==> src/rtl/alu_pkg.sv <==
// alu_pkg: shared definitions for the ALU result path.
//   - op codes (same encoding as the 8-way result mux select)
//   - bit positions of the {N,Z,C,V} flag vector
//   - output-stage state encoding
//   - is_arith(): true for ops whose carry/overflow are meaningful
package alu_pkg;

  localparam logic [2:0] OP_ADD = 3'd0;
  localparam logic [2:0] OP_SUB = 3'd1;
  localparam logic [2:0] OP_AND = 3'd2;
  localparam logic [2:0] OP_OR  = 3'd3;
  localparam logic [2:0] OP_XOR = 3'd4;
  localparam logic [2:0] OP_SLL = 3'd5;
  localparam logic [2:0] OP_SRL = 3'd6;
  localparam logic [2:0] OP_SLT = 3'd7;

  localparam int FLG_N = 3;
  localparam int FLG_Z = 2;
  localparam int FLG_C = 1;
  localparam int FLG_V = 0;

  typedef enum logic [1:0] {
    ST_EMPTY = 2'd0,
    ST_ONE   = 2'd1,
    ST_FULL  = 2'd2
  } state_t;

  function automatic logic is_arith(input logic [2:0] op);
    return (op == OP_ADD) || (op == OP_SUB);
  endfunction

endpackage

==> src/rtl/alu_flag_gen.sv <==
// alu_flag_gen: combinational N/Z/C/V derivation for one ALU result.
// Ports:
//   op     in  3      op code of the result
//   result in  WIDTH  selected ALU result
//   carry  in  1      adder carry-out / not-borrow
//   ovf    in  1      adder signed overflow
//   flags  out 4      {N,Z,C,V}
// Carry and overflow only carry meaning for ADD/SUB; every other op
// reports them as 0 so stale adder outputs never leak into the flags.
module alu_flag_gen
  import alu_pkg::*;
#(
  parameter int WIDTH = 32
) (
  input  logic [2:0]       op,
  input  logic [WIDTH-1:0] result,
  input  logic             carry,
  input  logic             ovf,
  output logic [3:0]       flags
);

  always_comb begin
    flags        = 4'b0000;
    flags[FLG_N] = result[WIDTH-1];
    flags[FLG_Z] = (result == '0);
    flags[FLG_C] = is_arith(op) & carry;
    flags[FLG_V] = is_arith(op) & ovf;
  end

endmodule

==> src/rtl/alu_result_stage.sv <==
// alu_result_stage: registered output stage behind the ALU result mux.
// Captures result, op and derived flags into a main register (M) with a
// one-entry skid register (S) behind it, so in_ready is a flop output and
// never depends combinationally on out_ready.
// Ports:
//   clk, rst              clock (rising edge), async active-high reset
//   in_valid/in_ready     upstream handshake (in_ready = ~skid_valid)
//   in_op, in_result      op code and mux output
//   in_carry, in_ovf      adder carry/not-borrow and signed overflow
//   out_valid/out_ready   consumer handshake
//   out_result, out_op    registered result and op code
//   out_flags             registered {N,Z,C,V}
//   done_cnt              results accepted by the consumer (wraps)
//
// Handshake: a transfer happens on a rising edge where valid and ready are
// both high. A producer holding valid may not be observed until ready; the
// stage keeps out_* stable while out_valid=1 and out_ready=0.
//
// Internal signal `state` (EMPTY/ONE/FULL) is the occupancy of M/S and is
// the intended observation point for assertions.
module alu_result_stage
  import alu_pkg::*;
#(
  parameter int WIDTH = 32,
  parameter int CNT_W = 16
) (
  input  logic             clk,
  input  logic             rst,
  input  logic             in_valid,
  output logic             in_ready,
  input  logic [2:0]       in_op,
  input  logic [WIDTH-1:0] in_result,
  input  logic             in_carry,
  input  logic             in_ovf,
  output logic             out_valid,
  input  logic             out_ready,
  output logic [WIDTH-1:0] out_result,
  output logic [2:0]       out_op,
  output logic [3:0]       out_flags,
  output logic [CNT_W-1:0] done_cnt
);

  state_t           state;
  logic             skid_valid;
  logic [WIDTH-1:0] skid_result;
  logic [2:0]       skid_op;
  logic [3:0]       skid_flags;
  logic [3:0]       in_flags;
  logic             accept;
  logic             deliver;

  alu_flag_gen #(.WIDTH(WIDTH)) u_flag_gen (
    .op     (in_op),
    .result (in_result),
    .carry  (in_carry),
    .ovf    (in_ovf),
    .flags  (in_flags)
  );

  assign in_ready  = ~skid_valid;
  assign out_valid = (state != ST_EMPTY);
  assign accept    = in_valid & in_ready;
  assign deliver   = out_valid & out_ready;

  always_ff @(posedge clk or posedge rst) begin
    if (rst) begin
      state       <= ST_EMPTY;
      skid_valid  <= 1'b0;
      out_result  <= '0;
      out_op      <= '0;
      out_flags   <= '0;
      skid_result <= '0;
      skid_op     <= '0;
      skid_flags  <= '0;
    end else begin
      case (state)
        ST_EMPTY: begin
          if (accept) begin
            out_result <= in_result;
            out_op     <= in_op;
            out_flags  <= in_flags;
            state      <= ST_ONE;
          end
        end
        ST_ONE: begin
          if (accept && deliver) begin
            out_result <= in_result;
            out_op     <= in_op;
            out_flags  <= in_flags;
          end else if (accept) begin
            // Consumer stalled: park the new entry so M stays stable.
            skid_result <= in_result;
            skid_op     <= in_op;
            skid_flags  <= in_flags;
            skid_valid  <= 1'b1;
            state       <= ST_FULL;
          end else if (deliver) begin
            state <= ST_EMPTY;
          end
        end
        ST_FULL: begin
          // in_ready is low here, so only the drain path exists.
          if (deliver) begin
            out_result <= skid_result;
            out_op     <= skid_op;
            out_flags  <= skid_flags;
            skid_valid <= 1'b0;
            state      <= ST_ONE;
          end
        end
        default: begin
          state      <= ST_EMPTY;
          skid_valid <= 1'b0;
        end
      endcase
    end
  end

  always_ff @(posedge clk or posedge rst) begin
    if (rst) begin
      done_cnt <= '0;
    end else if (deliver) begin
      done_cnt <= done_cnt + {{(CNT_W-1){1'b0}}, 1'b1};
    end
  end

endmodule
==> config.mk <==
export PLATFORM = sky130hd
export DESIGN_NAME = alu_result_stage
export DESIGN_NICKNAME = d
export VERILOG_FILES = /design/src/rtl/alu_pkg.sv /design/src/rtl/alu_flag_gen.sv /design/src/rtl/alu_result_stage.sv
export SDC_FILE = /design/constraint.sdc
export NUM_CORES = 1
export LEC_CHECK = 0
export CAP_MARGIN = 20
export CORE_UTILIZATION = 25
export CTS_CLUSTER_SIZE = 24
export DETAILED_ROUTE_END_ITERATION = 16
export GPL_ROUTABILITY_DRIVEN = 0
export GPL_TIMING_DRIVEN = 0
export PLACE_DENSITY = 0.54
export SETUP_SLACK_MARGIN = 0.5
export SYNTH_ARGS = -nofsm -noshare
export SYNTH_HDL_FRONTEND = slang
export SYNTH_HIERARCHICAL = 1
export SYNTH_SLANG_ARGS = --single-unit
==> constraint.sdc <==
create_clock -name clk -period 4.6 [get_ports clk]
set_input_delay 0.92 -clock clk [delete_from_list [all_inputs] [get_ports clk]]
set_output_delay 0.92 -clock clk [all_outputs]
set_load 0.005 [all_outputs]
==> metrics list <==
- In this run, distinct cell masters in the synthesized netlist total 34.
* Yosys warnings: 6
- In this run the worst hold path is classified as reg2reg.
- Number of antenna violations at the first check in global routing: 0
- FF+latch count, synth: 97
- Maximum number of pins on one net before global-route repair: 58
* Number of CTS-inserted buffers: 9
- Top_reg_cell synth: sky130_fd_sc_hd__dfrtp_1
* Number of hold violations in the final report: 0
- The clock drives 97 sinks.
- Row cnt: 47
- The number of antenna diodes in the final layout is 0.
- Number of hold buffers added after CTS: 0
- Overall track demand over capacity in global routing: 0.1265
- Share of the core filled with cells in the final layout: 0.3478
- Post-placement worst setup slack: 1.754 ns
* Worst Hold Depth: 1
* Number of gates resized after CTS: 0
* Placed instance area: 0.005464 mm^2
- Setup fix buffers added after clock tree synthesis: 0
- During placement, the flow inserted port buffers numbering 96.
- Count of flip-flops with a built-in enable after synthesis: 0
* P&R area growth vs syn: 36.66%
- Final setup skew: 0.01035 ns
- Setup slack on the worst reg-to-reg path comes out at 2.75 ns.
- Together, buffers and inverters on the worst path number 2.
* Synth Area in Adders: 0.002975
- After the first detailed-routing iteration, the DRC count stood at 166.
* Fraction of the mapped netlist area in simple logic gates: 0.09402
* DR WL/cell: 15.35 um
- Async set-reset flop share out of synthesis: 1.000
- Static timing analysis puts the maximum clock frequency at 389.4 MHz.
* Critical path depth: 3
* Half-perimeter wire length of the detailed placement result: 7.400 mm
* Area leader, netlist: sky130_fd_sc_hd__dfrtp_1
- Length of the first detailed-routing pass in iterations: 4
* Worst IR Drop VDD: 0.2880 mV
- Final Setup Violations: 0
- Grouping stages by cell kind, the critical path spends the most delay in buffers and inverters.
* Mux share of post-synthesis cell area: 0.2023
* Compound-cell area share of the yosys netlist: 0.06308
* Design area: 0.005747 mm^2
* Number of nets in the layout: 494
- Initial standard-cell utilization of the core: 0.2545
* Combinational family with the most area after synthesis: multiplexers
* Xor-xnor portion of the synthesized cell area: 0.03124
- RSZ-0062 raised after global routing: false
- Vias in the first global route: 3,006
- By startpoint and endpoint, the worst setup path is classified as reg2out.
* Worst path required time: 3.68 ns
* Standard cell core area: 0.01652 mm^2
* Final critical delay including setup and external delays: 2.568 ns
- First-pass GRT wire length: 16.82 mm
- Maximum fanout encountered on the critical timing path: 10
* Total DRC errors in the routed layout: 0
- Share of final-layout standard cells stronger than drive strength 1: 0.1663
- Crit path arrival time: 1.65 ns
* Slowest cell delay on critical path: 0.44 ns
- TritonCTS built the clock tree.
* MaxCap Viol Count: 0
- For this run, the register share of the synthesized area comes to 0.5772.
- In this run the vertical extent of the chip is 131.7 um.
* CTS clk-pin slew, worst paths: 0.07 ns
- Mapped Cells: 344
- The worst register-to-register path has a depth of 4.
* Cell types with the largest area share after synthesis: sky130_fd_sc_hd__dfrtp_1 (58%), sky130_fd_sc_hd__mux2_2 (9.9%), sky130_fd_sc_hd__mux2i_1 (9.5%)
- Worst slew pin tran: 0.7321 ns
* Cell at the root of the clock tree: sky130_fd_sc_hd__clkbuf_16
- Pin placement for this block handled 98 I/O pins.
- The run finished with clean final reports.
* Full die area: 0.01734 mm^2
- Of the available clock period, the critical path in the final layout requires 0.5582.
- The clock passes through at most 2 buffers.
- Critical path's slowest cell: sky130_fd_sc_hd__clkdlybuf4s50_1
* Vias: 2,988
- Final routed wirelength across all metal layers: 10.40 mm
- The die is 131.7 um wide.
- Pwr Density: 476.8 mW/mm^2
* Final total negative setup slack: 0 ns
- After detailed routing, the number of vias per cell comes to 4.414.
- Setup slack after layout: 2.032 ns
- Max-slew violations: 0
- Leak: 2.724 nW
* Worst slew margin: 0.5119
- The share of synthesized area in the top cell type comes to 0.5772.
- Synthesis produced a netlist with a net count of 386.
* Launching element type of the critical path: flip-flop
- Worst-path cell chain: buf_4 > or2_2 > clkdlybuf4s50_1
- Dividing the synthesized area by the synthesized cell count gives 12.22 um^2.
* Later-pin clock latency in the skew report: 0.35 ns
* Post-synthesis instance area: 0.004205 mm^2
- H-tree levels: 3
- Once detail routing completed, the nets flagged for antenna violations numbered 0.
- The worst setup path is captured at a primary output.
* Total grt overflow: 0
==> worst reg2reg max path, stage by stage (launching register included) <==
cell and delay (ns):
sky130_fd_sc_hd__dfrtp_1 0.46, sky130_fd_sc_hd__nor2b_4 0.25, sky130_fd_sc_hd__nor3b_2 0.37, sky130_fd_sc_hd__buf_4 0.29, sky130_fd_sc_hd__mux2_2 0.36
==> final timing paths <==
check / from / endpoint
hold reg to reg: done_cnt[15] / done_cnt[15]
hold / removal: done_cnt[15] / done_cnt[15]
setup reg to reg: state[0] / skid_result[21]
max in group asynchronous: rst / out_op[1]
setup / recovery: state[1] / out_valid
min in group asynchronous: rst / done_cnt[13]
==> cell families after synthesis <==
family,after synthesis
AOI/OAI and AO/OA,47
xor gates and xnor gates,15
adders and majority gates,1
buffers and inverters,23
DFF,97
muxes,80
and+or+nand+nor,81
==> per-stage QoR <==
stage	cells	hold WS, ns	total power (W)
after global routing	677	0.4999	0.002904
after global placement	660	0.4630	0.002013
after detailed placement	661	0.4694	0.002038
after floorplan	344	0.4574	0.001531
final	677	0.4772	0.002740
after CTS	677	0.4786	0.002787
==> report_power, final <==
| part | internal, W | switching, W |
|---|---|---|
| clock | 0.000397 | 0.000334 |
| sequential | 0.00112 | 0.000156 |
| combinational | 0.000493 | 0.000244 |
| total | 0.00201 | 0.000734 |
==> final cells by class <==
class / instances / area, um^2
clock buffer: 12 / 256.5
sequential: 97 / 2427
inverter: 3 / 13.76
fill: 1613 / 10780
multi-input combinational: 224 / 1655
buffer: 20 / 111.4
timing repair buffer: 97 / 980.9
tap: 220 / 275.3
clock inverter: 4 / 26.28
==> flip-flops by register name (all words and copies together), names as in the netlist <==
name	count
out_result	32
skid_result	32
done_cnt	16
out_flags	4
skid_flags	4
out_op	3
skid_op	3
state	2
skid_valid	1
==> synthesized netlist by cell type, types with 2 or more instances <==
library cell               instances
sky130_fd_sc_hd__clkbuf_1          3
sky130_fd_sc_hd__xor2_1            6
sky130_fd_sc_hd__xnor2_1           9
sky130_fd_sc_hd__nor3b_1           2
sky130_fd_sc_hd__mux2i_1          40
sky130_fd_sc_hd__buf_2            11
sky130_fd_sc_hd__mux2_2           37
sky130_fd_sc_hd__mux2_1            3
sky130_fd_sc_hd__nand3_1           5
sky130_fd_sc_hd__nand4_1           3
sky130_fd_sc_hd__a21oi_1          41
sky130_fd_sc_hd__nor3_1            4
sky130_fd_sc_hd__nand2_1           6
sky130_fd_sc_hd__nor4_1            7
sky130_fd_sc_hd__inv_1             3
sky130_fd_sc_hd__buf_4             6
sky130_fd_sc_hd__and3_1            2
sky130_fd_sc_hd__nor2_1           44
sky130_fd_sc_hd__dfrtp_1          97
==> layout by cell type (no fill, tap or decap), types with 2 or more instances in the layout <==
cell and instances:
sky130_fd_sc_hd__inv_1 2, sky130_fd_sc_hd__xnor2_1 9, sky130_fd_sc_hd__dfrtp_1 97, sky130_fd_sc_hd__nor4_1 7, sky130_fd_sc_hd__clkinv_2 2, sky130_fd_sc_hd__clkbuf_8 2
sky130_fd_sc_hd__nor3_1 4, sky130_fd_sc_hd__a21oi_1 41, sky130_fd_sc_hd__xor2_1 6, sky130_fd_sc_hd__clkbuf_16 9, sky130_fd_sc_hd__mux2i_1 40, sky130_fd_sc_hd__nand3_1 5
sky130_fd_sc_hd__nand4_1 3, sky130_fd_sc_hd__clkdlybuf4s50_1 96, sky130_fd_sc_hd__buf_4 6, sky130_fd_sc_hd__nand2_1 6, sky130_fd_sc_hd__mux2_2 37, sky130_fd_sc_hd__mux2_1 3
sky130_fd_sc_hd__nor3b_1 2, sky130_fd_sc_hd__buf_2 11, sky130_fd_sc_hd__and3_1 2, sky130_fd_sc_hd__clkbuf_1 4, sky130_fd_sc_hd__nor2_1 44
==> per-layer routing <==
metal	routed length (um)	global-route usage	vias up
li1	-	-	1417
met1	4816	0.1646	1496
met2	4930	0.1966	67
met3	532	0.04745	8
met4	114	0.03230	0
met5	0	0	-
(Power assumes the default switching activity.)
